==> src/rtl/rf_read_port_pkg.sv <==
// Shared definitions for the register-file read side: data/address widths,
// the hard-wired zero register and the writeback data-select encodings.
package rf_read_port_pkg;

  localparam int XLEN = 32;
  localparam int NREG = 32;
  localparam int AW   = 5;

  localparam logic [AW-1:0] ZERO_REG = 5'd0;

  typedef enum logic [1:0] {
    RF_WD_ALU = 2'd0,
    RF_WD_MEM = 2'd1,
    RF_WD_PC4 = 2'd2,
    RF_WD_IMM = 2'd3
  } rf_wd_sel_e;

endpackage

==> src/rtl/rf_src_resolve.sv <==
// Resolves one source operand: x0 reads zero, a same-cycle writeback is
// forwarded, otherwise the stored value is used and a pending load blocks it.
module rf_src_resolve
  import rf_read_port_pkg::*;
(
  input  logic [AW-1:0]   rr_i,
  input  logic            we_i,
  input  logic [AW-1:0]   wr_i,
  input  logic [XLEN-1:0] wd_i,
  input  logic [XLEN-1:0] reg_val_i,
  input  logic            pend_i,
  output logic [XLEN-1:0] val_o,
  output logic            blocked_o
);

  // Forwarding beats the scoreboard: the writeback is the result being waited on.
  always_comb begin
    val_o     = '0;
    blocked_o = 1'b0;
    if (rr_i == ZERO_REG) begin
      val_o     = '0;
      blocked_o = 1'b0;
    end else if (we_i && (wr_i == rr_i)) begin
      val_o     = wd_i;
      blocked_o = 1'b0;
    end else begin
      val_o     = reg_val_i;
      blocked_o = pend_i;
    end
  end

endmodule

==> src/rtl/rf_read_port.sv <==
// Register file storage with one write port, a pending-load scoreboard and a
// dual-source read port with bypass and a one-cycle registered response.
module rf_read_port
  import rf_read_port_pkg::*;
(
  input  logic            clk,
  input  logic            rst,
  input  logic            WE,
  input  logic [AW-1:0]   wR,
  input  logic [XLEN-1:0] WD,
  input  logic            sb_set,
  input  logic [AW-1:0]   sb_rd,
  input  logic            rd_req,
  input  logic [AW-1:0]   rR1,
  input  logic [AW-1:0]   rR2,
  output logic            rd_ready,
  output logic            rd_valid,
  output logic [XLEN-1:0] RD1,
  output logic [XLEN-1:0] RD2,
  input  logic            flush
);

  logic [XLEN-1:0] regs_q [NREG];
  logic [NREG-1:0] pend_q, pend_d;
  logic            rd_valid_q, rd_valid_d;
  logic [XLEN-1:0] rd1_q, rd1_d, rd2_q, rd2_d;

  logic [XLEN-1:0] src1_val, src2_val;
  logic            src1_blk, src2_blk;
  logic            accept;

  rf_src_resolve u_src1 (
    .rr_i      (rR1),
    .we_i      (WE),
    .wr_i      (wR),
    .wd_i      (WD),
    .reg_val_i (regs_q[rR1]),
    .pend_i    (pend_q[rR1]),
    .val_o     (src1_val),
    .blocked_o (src1_blk)
  );

  rf_src_resolve u_src2 (
    .rr_i      (rR2),
    .we_i      (WE),
    .wr_i      (wR),
    .wd_i      (WD),
    .reg_val_i (regs_q[rR2]),
    .pend_i    (pend_q[rR2]),
    .val_o     (src2_val),
    .blocked_o (src2_blk)
  );

  assign rd_ready = rd_req && !src1_blk && !src2_blk;
  assign accept   = rd_ready && !flush;

  // Register storage; x0 is never written so it stays zero after reset.
  always_ff @(posedge clk) begin
    if (rst) begin
      for (int i = 0; i < NREG; i++) begin
        regs_q[i] <= '0;
      end
    end else if (WE && (wR != ZERO_REG)) begin
      regs_q[wR] <= WD;
    end
  end

  // A new load issue outranks a same-cycle writeback to the same register.
  always_comb begin
    pend_d = pend_q;
    for (int i = 0; i < NREG; i++) begin
      if (i == 0) begin
        pend_d[i] = 1'b0;
      end else if (sb_set && (sb_rd == AW'(i))) begin
        pend_d[i] = 1'b1;
      end else if (WE && (wR == AW'(i))) begin
        pend_d[i] = 1'b0;
      end else begin
        pend_d[i] = pend_q[i];
      end
    end
  end

  // Response capture: data only moves on an accepted, unflushed request.
  always_comb begin
    rd_valid_d = 1'b0;
    rd1_d      = rd1_q;
    rd2_d      = rd2_q;
    if (accept) begin
      rd_valid_d = 1'b1;
      rd1_d      = src1_val;
      rd2_d      = src2_val;
    end else begin
      rd_valid_d = 1'b0;
      rd1_d      = rd1_q;
      rd2_d      = rd2_q;
    end
  end

  // Scoreboard and response registers.
  always_ff @(posedge clk) begin
    if (rst) begin
      pend_q     <= '0;
      rd_valid_q <= 1'b0;
      rd1_q      <= '0;
      rd2_q      <= '0;
    end else begin
      pend_q     <= pend_d;
      rd_valid_q <= rd_valid_d;
      rd1_q      <= rd1_d;
      rd2_q      <= rd2_d;
    end
  end

  assign rd_valid = rd_valid_q;
  assign RD1      = rd1_q;
  assign RD2      = rd2_q;

endmodule

==> config.mk <==
export PLATFORM = sky130hd
export DESIGN_NAME = rf_read_port
export DESIGN_NICKNAME = d
export VERILOG_FILES = /design/src/rtl/rf_read_port_pkg.sv /design/src/rtl/rf_src_resolve.sv /design/src/rtl/rf_read_port.sv
export SDC_FILE = /design/constraint.sdc
export NUM_CORES = 2
export LEC_CHECK = 0
export BUFFER_PORTS_ARGS = -buffer_cell sky130_fd_sc_hd__buf_2
export CAP_MARGIN = 20
export CORE_ASPECT_RATIO = 2
export CORE_MARGIN = 2
export CORE_UTILIZATION = 45
export CTS_CLUSTER_DIAMETER = 60
export DETAILED_ROUTE_END_ITERATION = 6
export GPL_ROUTABILITY_DRIVEN = 0
export GPL_TIMING_DRIVEN = 1
export MAX_ROUTING_LAYER = met4
export SLEW_MARGIN = 10
export SYNTH_ARGS = -nofsm -noshare
export SYNTH_HDL_FRONTEND = slang
export SYNTH_HIERARCHICAL = 1
export SYNTH_SLANG_ARGS = --single-unit
==> constraint.sdc <==
create_clock -name clk -period 4 [get_ports clk]
set_input_delay 0.8 -clock clk [delete_from_list [all_inputs] [get_ports clk]]
set_output_delay 0.8 -clock clk [all_outputs]
set_load 0.02 [all_outputs]
==> key figures <==
Worst setup path
  • Crit path launch type: input pin
  • Crit path max fanout: 20
  • CP arrival: 2.90 ns
  • Setup CP Type: input pin to primary output
  • Crit path capture type: primary output
  • CP Data Required Time: 3.20 ns
  • FF-to-FF setup slack: 1.14 ns

Power and ir drop
  • Static leakage: 22.0 nW
  • VDD IR max: 0.369 mV
  • PD cells: 420 mW/mm²

Logic synthesis
  • Mapped Cells: 4,078
  • Post-synth top cells: edfxtp_1, and2_1, mux4_2
  • Yosys warns: 6
  • Post-synth top flop: edfxtp_1
  • Cell taking the most area after synthesis: edfxtp_1
  • Unique masters post-synth: 55
  • Most common cell in the synthesized netlist: edfxtp_1
  • Post-synth EDFFs: 1,024
  • Post-synth top area share: 52.6%
  • Avg Inst Size Synth: 14.3 µm²
  • #FFs+latches synth: 1,120
  • Post-synth ARST share: 0%
  • Post-synthesis sequential area ratio: 55.9%
  • Post-Syn Area: 0.0585 mm²
  • Largest cells by area after synthesis: edfxtp_1, mux4_2, and2_1

Die
  • Die ar.: 0.133 mm²
  • Die height: 514 µm
  • Die Wd: 259 µm
  • Row count: 187
  • Initial core utilization: 45.2%
  • # IOs: 124
  • Core ar.: 0.129 mm²

Final layout
  • Final Cell Area: 0.0648 mm²
  • Fin cells: 5,861
  • Fill cell count: 10,900
  • Final nets: 4,128
  • Syn-to-layout area delta: 10.8%
  • Share of layout cells above drive strength 1: 26.9%

Routing
  • First-pass DRT Iterations: 5
  • Post-DRT Antenna Nets: 0
  • DRC: 0
  • WL final: 184,000 µm
  • DRT iter0 DRCs: 3,984
  • Post-DR wirelength/cell: 31.3 µm
  • Via density: 6.32
  • Via count: 37,100

STA
  • Max Clk Rate: 270 MHz
  • Final number of setup-violating endpoints: 0
  • Relative slew slack: 30.4%
  • Max Slew Vio Count: 0
  • Crit path time final: 3.70 ns
  • Post-route clock period utilization: 92.5%
  • RSZ-0062 raised after global routing: false
  • Hold WS: 0.352 ns
  • Final hold vios: 0
  • Setup ws final: 0.298 ns
  • Final Skew: 0.0226 ns
  • Sum Neg Setup Slack: 0 ns
  • Worst-Margin Slew: 1.03 ns

Placed design
  • Hpwl dp: 116,000 µm
  • Pre-CTS WS: 0.194 ns
  • Post-DP Area: 0.0613 mm²
  • IO Port Bufs: 123
  • # placed instances: 5,670

Global routing
  • Global-route usage over all layers: 28.5%
  • First-pass GRT wire length: 264,000 µm
  • Vias in the first global route: 37,800
  • Remaining global-route overflow: 0
  • Largest net degree at the start of global routing: 97
  • Initial antenna violation count: 6

Clocking
  • Maximum clock path buffer count: 3
  • Clock transition at path regs: 0.06 ns
  • Clock Sinks: 1,120
  • Htree depth: 3
  • Total clock buffers created by CTS: 99
  • CTS tree: done
  • Worst-Skew Late Latency: 0.71 ns
  • CTS root buffer: clkbuf_16
  • Post-CTS Setup Inserts: 0

Run
  • Max cap viols: 0

Worst hold path
  • Hold WC Path Type: input pin to flip-flop

Status
  • Status: finished clean
==> cell type report <==
| class | count | area (µm²) | share of cell area, % |
|---|---|---|---|
| antenna | 5 | 12.5 | 0.0193 |
| clock buffer | 126 | 2710 | 4.19 |
| clock inverter | 60 | 684 | 1.06 |
| inverter | 17 | 63.8 | 0.0985 |
| multi-input combinational | 2539 | 24000 | 37.1 |
| sequential | 1120 | 32700 | 50.5 |
| tap | 1701 | 2130 | 3.29 |
| timing repair buffer | 293 | 2480 | 3.82 |
==> power breakdown <==
part | switching [W] | internal [W] | total, W
logic | 0.00186 | 0.00137 | 0.00323
clock network | 0.00454 | 0.00573 | 0.0103
registers | 0.000315 | 0.0134 | 0.0137
==> worst paths after layout <==
check	from	end	depth (start not counted)
max	rR2[1]	rd_ready	10
min	sb_rd[3]	pend_q[16]	2
max reg2reg	pend_q[13]	RD1[24]	13
min reg2reg	RD1[1]	RD1[1]	2
==> per-layer routing <==
layer / share of wire, % / global-route usage (%) / vias up
li1: - / - / 15600
met4: 3.6 / 10.2 / 0
met2: 52 / 48.1 / 1825
met5: 0 / - / -
met3: 8.0 / 4.06 / 402
met1: 37 / 35.0 / 19300
==> repair_timing <==
action | CTS | global route
endpoints found under the setup margin | 0 | 1
endpoints found under the hold margin | 0 | 0
hold buffers | 0 | 0
gates resized for setup | 0 | 1
==> layout by cell type (no fill, tap or decap), types with 5 or more instances in the layout <==
master,count
buf_4,127
nor2b_1,17
nor2_2,23
dfxtp_1,96
clkbuf_8,5
clkinv_1,12
inv_1,17
mux4_2,518
clkinv_2,18
o21ai_2,58
clkinvlp_4,9
nand4_1,72
nand2b_2,8
a21oi_1,76
o2111ai_1,5
nand2b_1,8
or3_1,6
nor2_4,7
edfxtp_1,1024
conb_1,32
nand2_1,240
mux2_2,7
clkbuf_1,18
buf_12,43
o21bai_4,12
buf_2,118
nand3b_1,5
nor4_1,64
nand3_1,8
o22ai_1,256
o21ai_0,36
or2_2,15
and2_1,994
bufinv_16,14
nor2_1,17
clkbuf_16,103
xnor2_1,6
diode_2,5
==> sequential cells by signal, indices dropped and copies added, names as in the netlist <==
name and cells:
RD2 32, pend_q 31, RD1 32, regs_q 1024, rd_valid 1
==> critical path, stage by stage <==
cell	delay, ns
buf_8	0.20
mux4_2	0.52
nor2b_1	0.14
a41oi_1	0.16
nand4_1	0.15
nand2_1	0.10
nor2_1	0.05
nor3b_2	0.34
buf_4	0.23
buf_2	0.17
==> cells by family after synthesis <==
| group | count (synthesis) | share of synthesized area, % |
|---|---|---|
| xor gates and xnor gates | 10 | 0.150 |
| DFF | 1120 | 55.9 |
| AOI/OAI and AO/OA | 458 | 5.01 |
| muxes | 531 | 20.2 |
| and+or+nand+nor | 1508 | 15.0 |
| other | 1 | 0.00641 |
| buffers and inverters | 450 | 3.72 |
==> per-stage QoR <==
stage,util [%],total power [W]
after detailed placement,47.4,0.0172
final,50.1,0.0272
after CTS,50.0,0.0273
after global placement,47.4,0.0171
after floorplan,-,0.0160
after global routing,50.0,0.0279
Power figures use the tool's default switching activity.
